## src/rtl/pll_reconfig_seq.sv

```systemverilog
// Reconfiguration sequencer for a Gowin rPLL in dynamic-divider mode.
// Holds the PLL in reset while the divider codes of the selected profile are
// applied, waits for LOCK, qualifies it for LOCK_STABLE cycles and then
// releases the downstream system reset. Any profile change, relock request
// or loss of lock re-runs the sequence; repeated lock timeouts end in FAIL.
module pll_reconfig_seq #(
    parameter logic [5:0] P0_IDSEL     = 6'd0,
    parameter logic [5:0] P0_FBDSEL    = 6'd0,
    parameter logic [5:0] P0_ODSEL     = 6'd32,
    parameter logic [5:0] P1_IDSEL     = 6'd4,
    parameter logic [5:0] P1_FBDSEL    = 6'd6,
    parameter logic [5:0] P1_ODSEL     = 6'd16,
    parameter int         RESET_CYCLES = 16,
    parameter int         LOCK_STABLE  = 1024,
    parameter int         LOCK_TIMEOUT = 65535,
    parameter int         MAX_RETRY    = 3
) (
    input  logic       clk,
    input  logic       reset,
    input  logic       profile_sel,
    input  logic       relock_req,
    input  logic       pll_lock,
    output logic       pll_reset,
    output logic [5:0] pll_idsel,
    output logic [5:0] pll_fbdsel,
    output logic [5:0] pll_odsel,
    output logic       profile_active,
    output logic       sys_reset,
    output logic       busy,
    output logic       fail,
    output logic [3:0] retry_count
);

    typedef enum logic [2:0] {
        ST_PLLRST,
        ST_WAIT_LOCK,
        ST_STABLE,
        ST_RUN,
        ST_FAIL
    } state_t;

    // Terminal counter values: each phase ends on the edge that sees these.
    localparam logic [19:0] RST_LAST  = 20'(RESET_CYCLES - 1);
    localparam logic [19:0] STB_LAST  = 20'(LOCK_STABLE - 1);
    localparam logic [19:0] TMO_LAST  = 20'(LOCK_TIMEOUT - 1);
    localparam logic [3:0]  RETRY_MAX = 4'(MAX_RETRY);

    state_t      state, state_next;
    logic [19:0] cnt, cnt_next;
    logic [3:0]  retry_next;
    logic        lock_meta, lock_s;
    logic        trigger;

    // Two-flop synchronizer for the asynchronous LOCK pin.
    always_ff @(posedge clk) begin
        // NOTE: sequential state uses non-blocking assignments so every flop
        // samples the pre-edge values, which is what makes this a 2-stage chain.
        if (reset) begin
            lock_meta <= 1'b0;
            lock_s    <= 1'b0;
        end else begin
            lock_meta <= pll_lock;
            lock_s    <= lock_meta;
        end
    end

    // Next-state, counter and retry logic; restart trigger overrides all states.
    always_comb begin
        // NOTE: every variable gets a default first so no path leaves it
        // unassigned, which would otherwise infer a latch.
        state_next = state;
        cnt_next   = cnt + 20'd1;
        retry_next = retry_count;
        trigger    = (profile_sel != profile_active) || relock_req;

        if (trigger) begin
            state_next = ST_PLLRST;
            cnt_next   = '0;
            retry_next = '0;
        end else begin
            unique case (state)
                ST_PLLRST: begin
                    if (cnt == RST_LAST) begin
                        state_next = ST_WAIT_LOCK;
                        cnt_next   = '0;
                    end
                end
                ST_WAIT_LOCK: begin
                    // Timeout outranks a lock seen on the same edge.
                    if (cnt == TMO_LAST) begin
                        cnt_next = '0;
                        if (retry_count < RETRY_MAX) begin
                            retry_next = 4'(retry_count + 4'd1);
                            state_next = ST_PLLRST;
                        end else begin
                            state_next = ST_FAIL;
                        end
                    end else if (lock_s) begin
                        state_next = ST_STABLE;
                        cnt_next   = 20'd1;
                    end
                end
                ST_STABLE: begin
                    if (!lock_s) begin
                        state_next = ST_WAIT_LOCK;
                        cnt_next   = '0;
                    end else if (cnt == STB_LAST) begin
                        state_next = ST_RUN;
                        cnt_next   = '0;
                        retry_next = '0;
                    end
                end
                ST_RUN: begin
                    cnt_next = '0;
                    if (!lock_s) state_next = ST_PLLRST;
                end
                ST_FAIL: begin
                    cnt_next = '0;
                end
                default: begin
                    state_next = ST_PLLRST;
                    cnt_next   = '0;
                end
            endcase
        end
    end

    // State, counter and registered outputs; outputs decode the next state so
    // they change on the same edge as the transition.
    always_ff @(posedge clk) begin
        if (reset) begin
            state          <= ST_PLLRST;
            cnt            <= '0;
            retry_count    <= '0;
            profile_active <= 1'b0;
            pll_idsel      <= P0_IDSEL;
            pll_fbdsel     <= P0_FBDSEL;
            pll_odsel      <= P0_ODSEL;
            pll_reset      <= 1'b1;
            sys_reset      <= 1'b1;
            busy           <= 1'b1;
            fail           <= 1'b0;
        end else begin
            state       <= state_next;
            cnt         <= cnt_next;
            retry_count <= retry_next;
            // Dividers move only on trigger edges, which always (re)enter
            // PLLRST, so the PLL never sees a divider change out of reset.
            if (trigger) begin
                profile_active <= profile_sel;
                pll_idsel      <= profile_sel ? P1_IDSEL  : P0_IDSEL;
                pll_fbdsel     <= profile_sel ? P1_FBDSEL : P0_FBDSEL;
                pll_odsel      <= profile_sel ? P1_ODSEL  : P0_ODSEL;
            end
            pll_reset <= (state_next == ST_PLLRST) || (state_next == ST_FAIL);
            sys_reset <= (state_next != ST_RUN);
            busy      <= (state_next != ST_RUN) && (state_next != ST_FAIL);
            fail      <= (state_next == ST_FAIL);
        end
    end

endmodule

```

## config.mk

```make
export PLATFORM = sky130hd
export DESIGN_NAME = pll_reconfig_seq
export DESIGN_NICKNAME = d
export VERILOG_FILES = /design/src/rtl/pll_reconfig_seq.sv
export SDC_FILE = /design/constraint.sdc
export NUM_CORES = 1
export LEC_CHECK = 0
export BUFFER_PORTS_ARGS = -buffer_cell sky130_fd_sc_hd__buf_2
export CAP_MARGIN = 20
export CORE_UTILIZATION = 45
export DETAILED_ROUTE_END_ITERATION = 16
export HOLD_SLACK_MARGIN = 0.03
export PLACE_DENSITY = 0.67
export SLEW_MARGIN = 20
export SYNTH_ARGS = -nofsm -noshare
export SYNTH_HDL_FRONTEND = slang
export SYNTH_SLANG_ARGS = --single-unit
```

## constraint.sdc

```tcl
create_clock -name clk -period 3.5 [get_ports clk]
set_clock_uncertainty 0.2 [all_clocks]
set_input_delay 0.7 -clock clk [delete_from_list [all_inputs] [get_ports clk]]
set_output_delay 0.7 -clock clk [all_outputs]
set_load 0.02 [all_outputs]
```

==> results.env, run 1 <==
COREAREA_UM2=3770
RUN_STATUS='complete, no violations'
WORST_EP_ARRIVAL_TIME_NS=2.55
GLOBALROUTEOVERFLOWTOTAL=0
DETAIL_ROUTE.DRC_VIOLATIONS=0
SYNTH_SEQUENTIAL_AREA_RATIO=0.385
SYNTH-EDFF-COUNT=0
GRT_PASS1_WL_UM=5310
PLACED_CELLS=270
LARGEST_FANOUT_OF_ANY_NET_ON_THE_CRITICAL_PATH=19
WORST_PATH_DOMINANT_CELL_FAMILY='simple AND/OR/NAND/NOR gates'
FINALWIRELENGTH_UM=3150
PEAKVDDDROP_uV=213
GRT_ANTENNA_BEFORE_REPAIR=0
DRT_ITER0_MARKERS=95
COUNT_OF_ENDPOINTS_FAILING_SETUP_IN_THE_FINAL_REPORT=0
SYN_WARNINGS=0
POWER.DENSITY_CELL_AREA_nW_PER_UM2=386
SYNTHESIZED_AREA_PER_CELL_UM2=8.55
HOLD_BUFFERS=0
POST_SYNTH_INSTANCE_AREA_UM2=1820
LARGEST_NET_DEGREE_AT_THE_START_OF_GLOBAL_ROUTING=20
CTS_BUFFERS=5
IO_PINS=32
GP_CONGESTION=0.799
WORST_SETUP_PATH_END_KIND='flop'
HPWL_UM=2270
NFILLCELLS=359
TRITONCTS='yes'
CTS-HTREE-LEVELS=2
PORTBUFFERS=18
TIMING.CRITICAL_PATH.SLOWEST_STAGE_CELL='sky130_fd_sc_hd__or4_4'
POST_SYNTH_INST_COUNT=213
MAXSLEWVIOLCOUNT=0
SLEW_HEADROOM=0.530
PERIOD_SHARE=0.736
NUM_ROWS=22
CLKLATENCYLATEPIN_NS=0.29
CP.BUFFERS_INVERTERS=1
ANTENNA-DIODE-COUNT=0
PATH_CELLS='or4_4 -> nor4_2 -> a211oi_1 -> o31ai_4 -> buf_4 -> nor2_1'
CP-START-KIND='flop'
FLOORPLAN.DIE.WIDTH_UM=65.6
POST_DRT_WL_PER_CELL_UM=11.3
FINAL.SETUP.TNS_NS=0
FINISH.UTILIZATION=0.523
AREA_GROWTH_SYN_TO_LAYOUT_PCT=8.17
REQUIRED_WORST_ENDPOINT_NS=3.47
RSZ0062_AT_GRT='false'
NUMBER_OF_MAX_CAP_VIOLATIONS=0
SYNTH-ASYNC-RESET-RATIO=0
CTS_RESIZED=0
DIE_HEIGHT_UM=65.6
VIA_COUNT_OF_THE_FIRST_GLOBAL_ROUTING_PASS=1186
FIRSTDRTPASSITERS=4
CLK_PIN_SLEW_WORST_PATHS_NS=0.07
CRIT_TYPE='reg -> reg'
PEAK_CLOCK_FREQUENCY_SUPPORTED_BY_TIMING_MHz=388
CTS-ROOT-TO-SINK-BUFFERS=2
SYNTH_TOP_FLOP_CELL='sky130_fd_sc_hd__dfxtp_1'
DETAILED_ROUTE_VIAS_PER_INSTANCE=5.10
PERIOD_MINUS_SLACK_NS=2.58
FINAL_HOLD_VIOL_COUNT=0
CPPEAKSTAGEDELAY_NS=0.57
YS_SEQ_ELEMENTS=35
CTS.SINKS=35
GRTUSAGETOTAL=0.167
POST_ROUTE_CELLS_DRIVE_ABOVE_1_SHARE=0.148
FINISH.CELL_COUNT_WITHOUT_FILLERS=278
CLOCK-ROOT-BUFFER='sky130_fd_sc_hd__clkbuf_8'
DIE_AREA_UM2=4310
DRT.ANTENNA.VIOLATING_NETS=0
MIN-DELAY-PATH-CLASS='reg -> reg'
DESIGN.FINAL.NETS=237
TIGHTEST_SLEW_NS=0.700
YOSYSUNIQUECELLTYPES=40
POSTCTSSETUPBUFFERS=0
ROUTE.VIAS.TOTAL=1417
POWER.LEAKAGE_nW=0.768
FLOORPLAN.INITIALDENSITY=0.483
==> synthesized netlist by cell type, types with 4 or more instances <==
| library cell | number | area (um2) |
|---|---|---|
| sky130_fd_sc_hd__xnor2_1 | 8 | 70.1 |
| sky130_fd_sc_hd__clkbuf_1 | 4 | 15.0 |
| sky130_fd_sc_hd__o21ai_0 | 6 | 30.0 |
| sky130_fd_sc_hd__a21oi_1 | 7 | 35.0 |
| sky130_fd_sc_hd__nor3_1 | 5 | 25.0 |
| sky130_fd_sc_hd__xor2_1 | 11 | 96.3 |
| sky130_fd_sc_hd__nand3_1 | 14 | 70.1 |
| sky130_fd_sc_hd__nand2_1 | 14 | 52.6 |
| sky130_fd_sc_hd__buf_4 | 17 | 128 |
| sky130_fd_sc_hd__nor2b_1 | 4 | 25.0 |
| sky130_fd_sc_hd__a211oi_1 | 6 | 45.0 |
| sky130_fd_sc_hd__nor2_1 | 36 | 135 |
| sky130_fd_sc_hd__dfxtp_1 | 35 | 701 |
| sky130_fd_sc_hd__nand4_1 | 5 | 31.3 |
==> area by class of cell <==
type	count	area (um2)	area share
sequential	35	701	0.356
inverter	3	11.3	0.00571
tap	48	60.1	0.0305
timing repair buffer	19	97.6	0.0495
multi-input combinational	165	1000	0.508
clock buffer	8	100	0.0508
==> report_power, final <==
part	leakage (nW)	internal, mW	switching, mW	total [mW]
clock network	0.0515	0.179	0.136	0.315
logic	0.434	0.0100	0.0295	0.0395
registers	0.283	0.402	0.00353	0.405
total	0.768	0.591	0.169	0.760
==> layout by cell type (no fill, tap or decap), types with 5 or more instances in the layout <==
cell type                   n
sky130_fd_sc_hd__dfxtp_1   35
sky130_fd_sc_hd__xor2_1    11
sky130_fd_sc_hd__conb_1    13
sky130_fd_sc_hd__a211oi_1   6
sky130_fd_sc_hd__buf_2     18
sky130_fd_sc_hd__nor3_1     5
sky130_fd_sc_hd__nand2_1   14
sky130_fd_sc_hd__clkbuf_8   7
sky130_fd_sc_hd__nor2_1    36
sky130_fd_sc_hd__a21oi_1    7
sky130_fd_sc_hd__o21ai_0    6
sky130_fd_sc_hd__nand4_1    5
sky130_fd_sc_hd__nand3_1   14
sky130_fd_sc_hd__xnor2_1    8
==> per-layer routing <==
layer | routed length [um] | share of wire | track usage | vias to the layer above
met5 | 0 | 0 | 0 | -
met4 | 53 | 0.017 | 0.0734 | 0
met3 | 150 | 0.048 | 0.0677 | 5
met2 | 1270 | 0.40 | 0.239 | 40
met1 | 1670 | 0.53 | 0.219 | 629
li1 | - | - | - | 743
==> flip-flops by register name (all words and copies together), names as in the netlist <==
signal,cells
retry_count,4
state,3
pll_reset,1
cnt,20
lock_meta,1
pll_odsel,2
fail,1
lock_s,1
sys_reset,1
busy,1
==> stage by stage <==
stage | setup WS (ns) | cell area, um2 | total power, mW | hold WS, ns
floorplan | 1.07 | 1870 | 0.458 | 0.214
global placement | 0.965 | 1870 | 0.453 | 0.217
detailed placement | 0.957 | 1870 | 0.454 | 0.230
CTS | 0.940 | 1970 | 0.773 | 0.247
global route | 0.777 | 1970 | 0.794 | 0.265
finish | 0.923 | 1970 | 0.760 | 0.240
==> cell families (layout without fill, tap and decap cells) <==
group           after synthesis  count (layout)  share of synthesized area
simple gates                 95              95                      0.269
flops                        35              35                      0.385
compound gates               34              34                      0.136
buf+inv                      25              30                     0.0907
xor+xnor                     19              19                     0.0913
fa+ha+maj                     3               3                     0.0206
other cells                   1              13                    0.00206
mux                           1               1                    0.00549
==> worst paths after layout <==
| kind | slack [ns] | cells past startpoint | endpoint | start |
|---|---|---|---|---|
| worst max-delay path | 0.92 | 6 | cnt[4] | cnt[17] |
| worst min-delay path | 0.24 | 1 | lock_s | lock_meta |
| worst max register to register | 0.92 | 6 | cnt[4] | cnt[17] |
| worst min register to register | 0.24 | 1 | lock_s | lock_meta |
No activity file was read; power rests on OpenSTA's default activity.
==> inputs of run 2 (changes only) <==
==> constraint.sdc (replaced) <==
create_clock -name clk -period 2.65 [get_ports clk]
set_clock_uncertainty 0.2 [all_clocks]
set_input_delay 0.53 -clock clk [delete_from_list [all_inputs] [get_ports clk]]
set_output_delay 0.53 -clock clk [all_outputs]
set_load 0.02 [all_outputs]
==> results.env, run 2 (synthesis results as in run 1) <==
RUN_STATUS='complete, no violations'
CTS-HTREE-LEVELS=2  # unchanged
TIGHTEST_SLEW_NS=0.584  # -0.115 ns
TIMING.HOLD.WORST_PATH_DEPTH=1  # unchanged
SLEW_HEADROOM=0.607  # +0.0772
ROUTE.VIAS.TOTAL=1450  # +2.3%
MULTIINPUTGATEAREA_UM2=1000  # unchanged
GRT_PASS1_WL_UM=5620  # +5.7%
RSZ0062_AT_GRT='false'
TRITONCTS='yes'
NFILLCELLS=378  # +5.3%
DIE_AREA_UM2=4310  # unchanged
DETAILED_ROUTE_VIAS_PER_INSTANCE=5.16  # +1.2%
FINAL-SEQ-AREA_UM2=701  # unchanged
CLK_PIN_SLEW_WORST_PATHS_NS=0.07  # about the same
REQUIRED_WORST_ENDPOINT_NS=2.63  # -0.84 ns
WORST_R2R_PATH_DEPTH=6  # unchanged
MIN-DELAY-START='lock_meta'
GLOBALROUTEOVERFLOWTOTAL=0  # unchanged
CRIT_TYPE='reg -> reg'
HPWL_UM=2310  # +1.8%
NUMBER_OF_MAX_CAP_VIOLATIONS=0  # unchanged
TOP_LAYER_USED='met4'
IO_PINS=32  # unchanged
COREAREA_UM2=3770  # unchanged
CRITICAL_PATH.REG2REG.STARTPOINT='cnt[17]'
FINAL_HOLD_VIOL_COUNT=0  # unchanged
MAXSLEWVIOLCOUNT=0  # unchanged
POST_ROUTE_CELLS_DRIVE_ABOVE_1_SHARE=0.163  # +0.0153
REGTOREGSETUPSLACK_NS=0.30  # -0.62 ns
FINALWIRELENGTH_UM=3280  # +4.2%
CTS.SINKS=35  # unchanged
MET3_WIRELENGTH_UM=174  # +16%
TOP_REGS='cnt: 20 flops, retry_count: 4 flops, state: 3 flops'
DIE_HEIGHT_UM=65.6  # unchanged
HOLD-PATH-ENDPOINT='lock_s'
DESIGN.FINAL.NETS=240  # +1.3%
GRT_ANTENNA_BEFORE_REPAIR=0  # unchanged
POWER.DENSITY_CELL_AREA_nW_PER_UM2=506  # +31%
LARGEST_REGISTER_FFS=20  # unchanged
AREA_GROWTH_SYN_TO_LAYOUT_PCT=10.3
LAYOUT_COMMONEST_CELL='sky130_fd_sc_hd__nor2_1'
POSTCTSSETUPBUFFERS=0  # unchanged
NUM_ROWS=22  # unchanged
GRTUSAGETOTAL=0.171  # +0.00335
LARGEST_FANOUT_OF_ANY_NET_ON_THE_CRITICAL_PATH=19  # unchanged
CTS_RESIZED=0  # unchanged
COUNT_OF_ENDPOINTS_FAILING_SETUP_IN_THE_FINAL_REPORT=0  # unchanged
DETAIL_ROUTE.DRC_VIOLATIONS=0  # unchanged
POWER.LEAKAGE_nW=0.788  # +2.6%
FLOORPLAN.DIE.WIDTH_UM=65.6  # unchanged
FINAL.SETUP.TNS_NS=0  # unchanged
RR_ENDPOINT='cnt[3]'
POST_DRT_WL_PER_CELL_UM=11.7  # +3.1%
DRT.ANTENNA.VIOLATING_NETS=0  # unchanged
WORST_SETUP_PATH_END_KIND='flop'
PEAK_CLOCK_FREQUENCY_SUPPORTED_BY_TIMING_MHz=426  # +9.8%
VIA_COUNT_OF_THE_FIRST_GLOBAL_ROUTING_PASS=1258  # +6.1%
GP_CONGESTION=0.779  # -2.5%
MOST_USED_CELLS_IN_THE_LAYOUT_EXCLUDING_FILL_AND_TAP_CELLS='sky130_fd_sc_hd__nor2_1, sky130_fd_sc_hd__dfxtp_1, sky130_fd_sc_hd__buf_2'
FINISH.UTILIZATION=0.533  # +0.0103
TOTAL_POWER_mW=1.02  # +34%
DETAILROUTE.WIRELENGTH.MET2_UM=1430  # +12%
ANTENNA-DIODE-COUNT=0  # unchanged
PERIOD_MINUS_SLACK_NS=2.35  # -0.230 ns
PORTBUFFERS=18  # unchanged
CTS-ROOT-TO-SINK-BUFFERS=2  # unchanged
CLOCK-ROOT-BUFFER='sky130_fd_sc_hd__clkbuf_8'
FIRSTDRTPASSITERS=4  # unchanged
PERIOD_SHARE=0.886  # +0.149
LARGEST_NET_DEGREE_AT_THE_START_OF_GLOBAL_ROUTING=20  # unchanged
CP-START-KIND='flop'
HOLD_BUFFERS=0  # unchanged
ROUTE.LAYER.MET1.WL_UM=1640  # -1.6%
PEAKVDDDROP_uV=420  # +97%
TOP_REGISTER='cnt'
WORST_EP_ARRIVAL_TIME_NS=2.32  # -0.23 ns
DRT_ITER0_MARKERS=72  # -24%
CTS_BUFFERS=5  # unchanged
MIN-DELAY-PATH-CLASS='reg -> reg'
CLKLATENCYLATEPIN_NS=0.29  # about the same
FLOORPLAN.INITIALDENSITY=0.483  # unchanged
-- run 2: critical path, cell delays in order (launching register included) --
cell,delay (ns)
sky130_fd_sc_hd__dfxtp_1,0.34
sky130_fd_sc_hd__or4_4,0.57
sky130_fd_sc_hd__nor4b_4,0.41
sky130_fd_sc_hd__a2111oi_2,0.17
sky130_fd_sc_hd__o31ai_4,0.30
sky130_fd_sc_hd__buf_12,0.19
sky130_fd_sc_hd__nor2_1,0.06
-- run 2: worst max-delay path by stage --
stage | cells after the start | from | slack [ns] | endpoint
3_3_place_gp | 7 | profile_sel | 0.29 | cnt[4]
3_5_place_dp | 7 | profile_sel | 0.28 | cnt[18]
6_report | 6 | cnt[17] | 0.30 | cnt[3]
2_1_floorplan | 6 | cnt[17] | 0.22 | cnt[13]
4_1_cts | 6 | cnt[17] | 0.31 | cnt[3]
5_1_grt | 6 | cnt[17] | 0.19 | cnt[16]
-- run 2: cell type report --
cell class	instances	share of cell area
Tap cell	48	0.0299
Clock inverter	1	0.00374
Multi-Input combinational cell	165	0.498
Inverter	3	0.00560
Sequential cell	35	0.349
Clock buffer	7	0.0479
Timing Repair Buffer	22	0.0660
-- run 2: power by group --
part / switching, mW / leakage, nW / internal [mW]
sequential: 0.00460 / 0.283 / 0.530
clock: 0.191 / 0.0505 / 0.236
combinational: 0.0389 / 0.455 / 0.0151
-- run 2: stage by stage --
| step | hold slack (ns) | instance area (um2) | std cells | setup slack [ns] |
|---|---|---|---|---|
| floorplan | 0.214 | 1870 | 225 | 0.219 |
| global placement | 0.228 | 1910 | 273 | 0.294 |
| detailed placement | 0.228 | 1910 | 273 | 0.275 |
| CTS | 0.245 | 2010 | 281 | 0.307 |
| global route | 0.240 | 2010 | 281 | 0.193 |
| finish | 0.240 | 2010 | 281 | 0.303 |
-- run 2: per-layer routing --
| layer | up-vias | track usage |
|---|---|---|
| li1 | 750 | - |
| met1 | 658 | 0.230 |
| met2 | 38 | 0.249 |
| met3 | 4 | 0.0625 |
| met4 | 0 | 0.0571 |
| met5 | - | 0 |
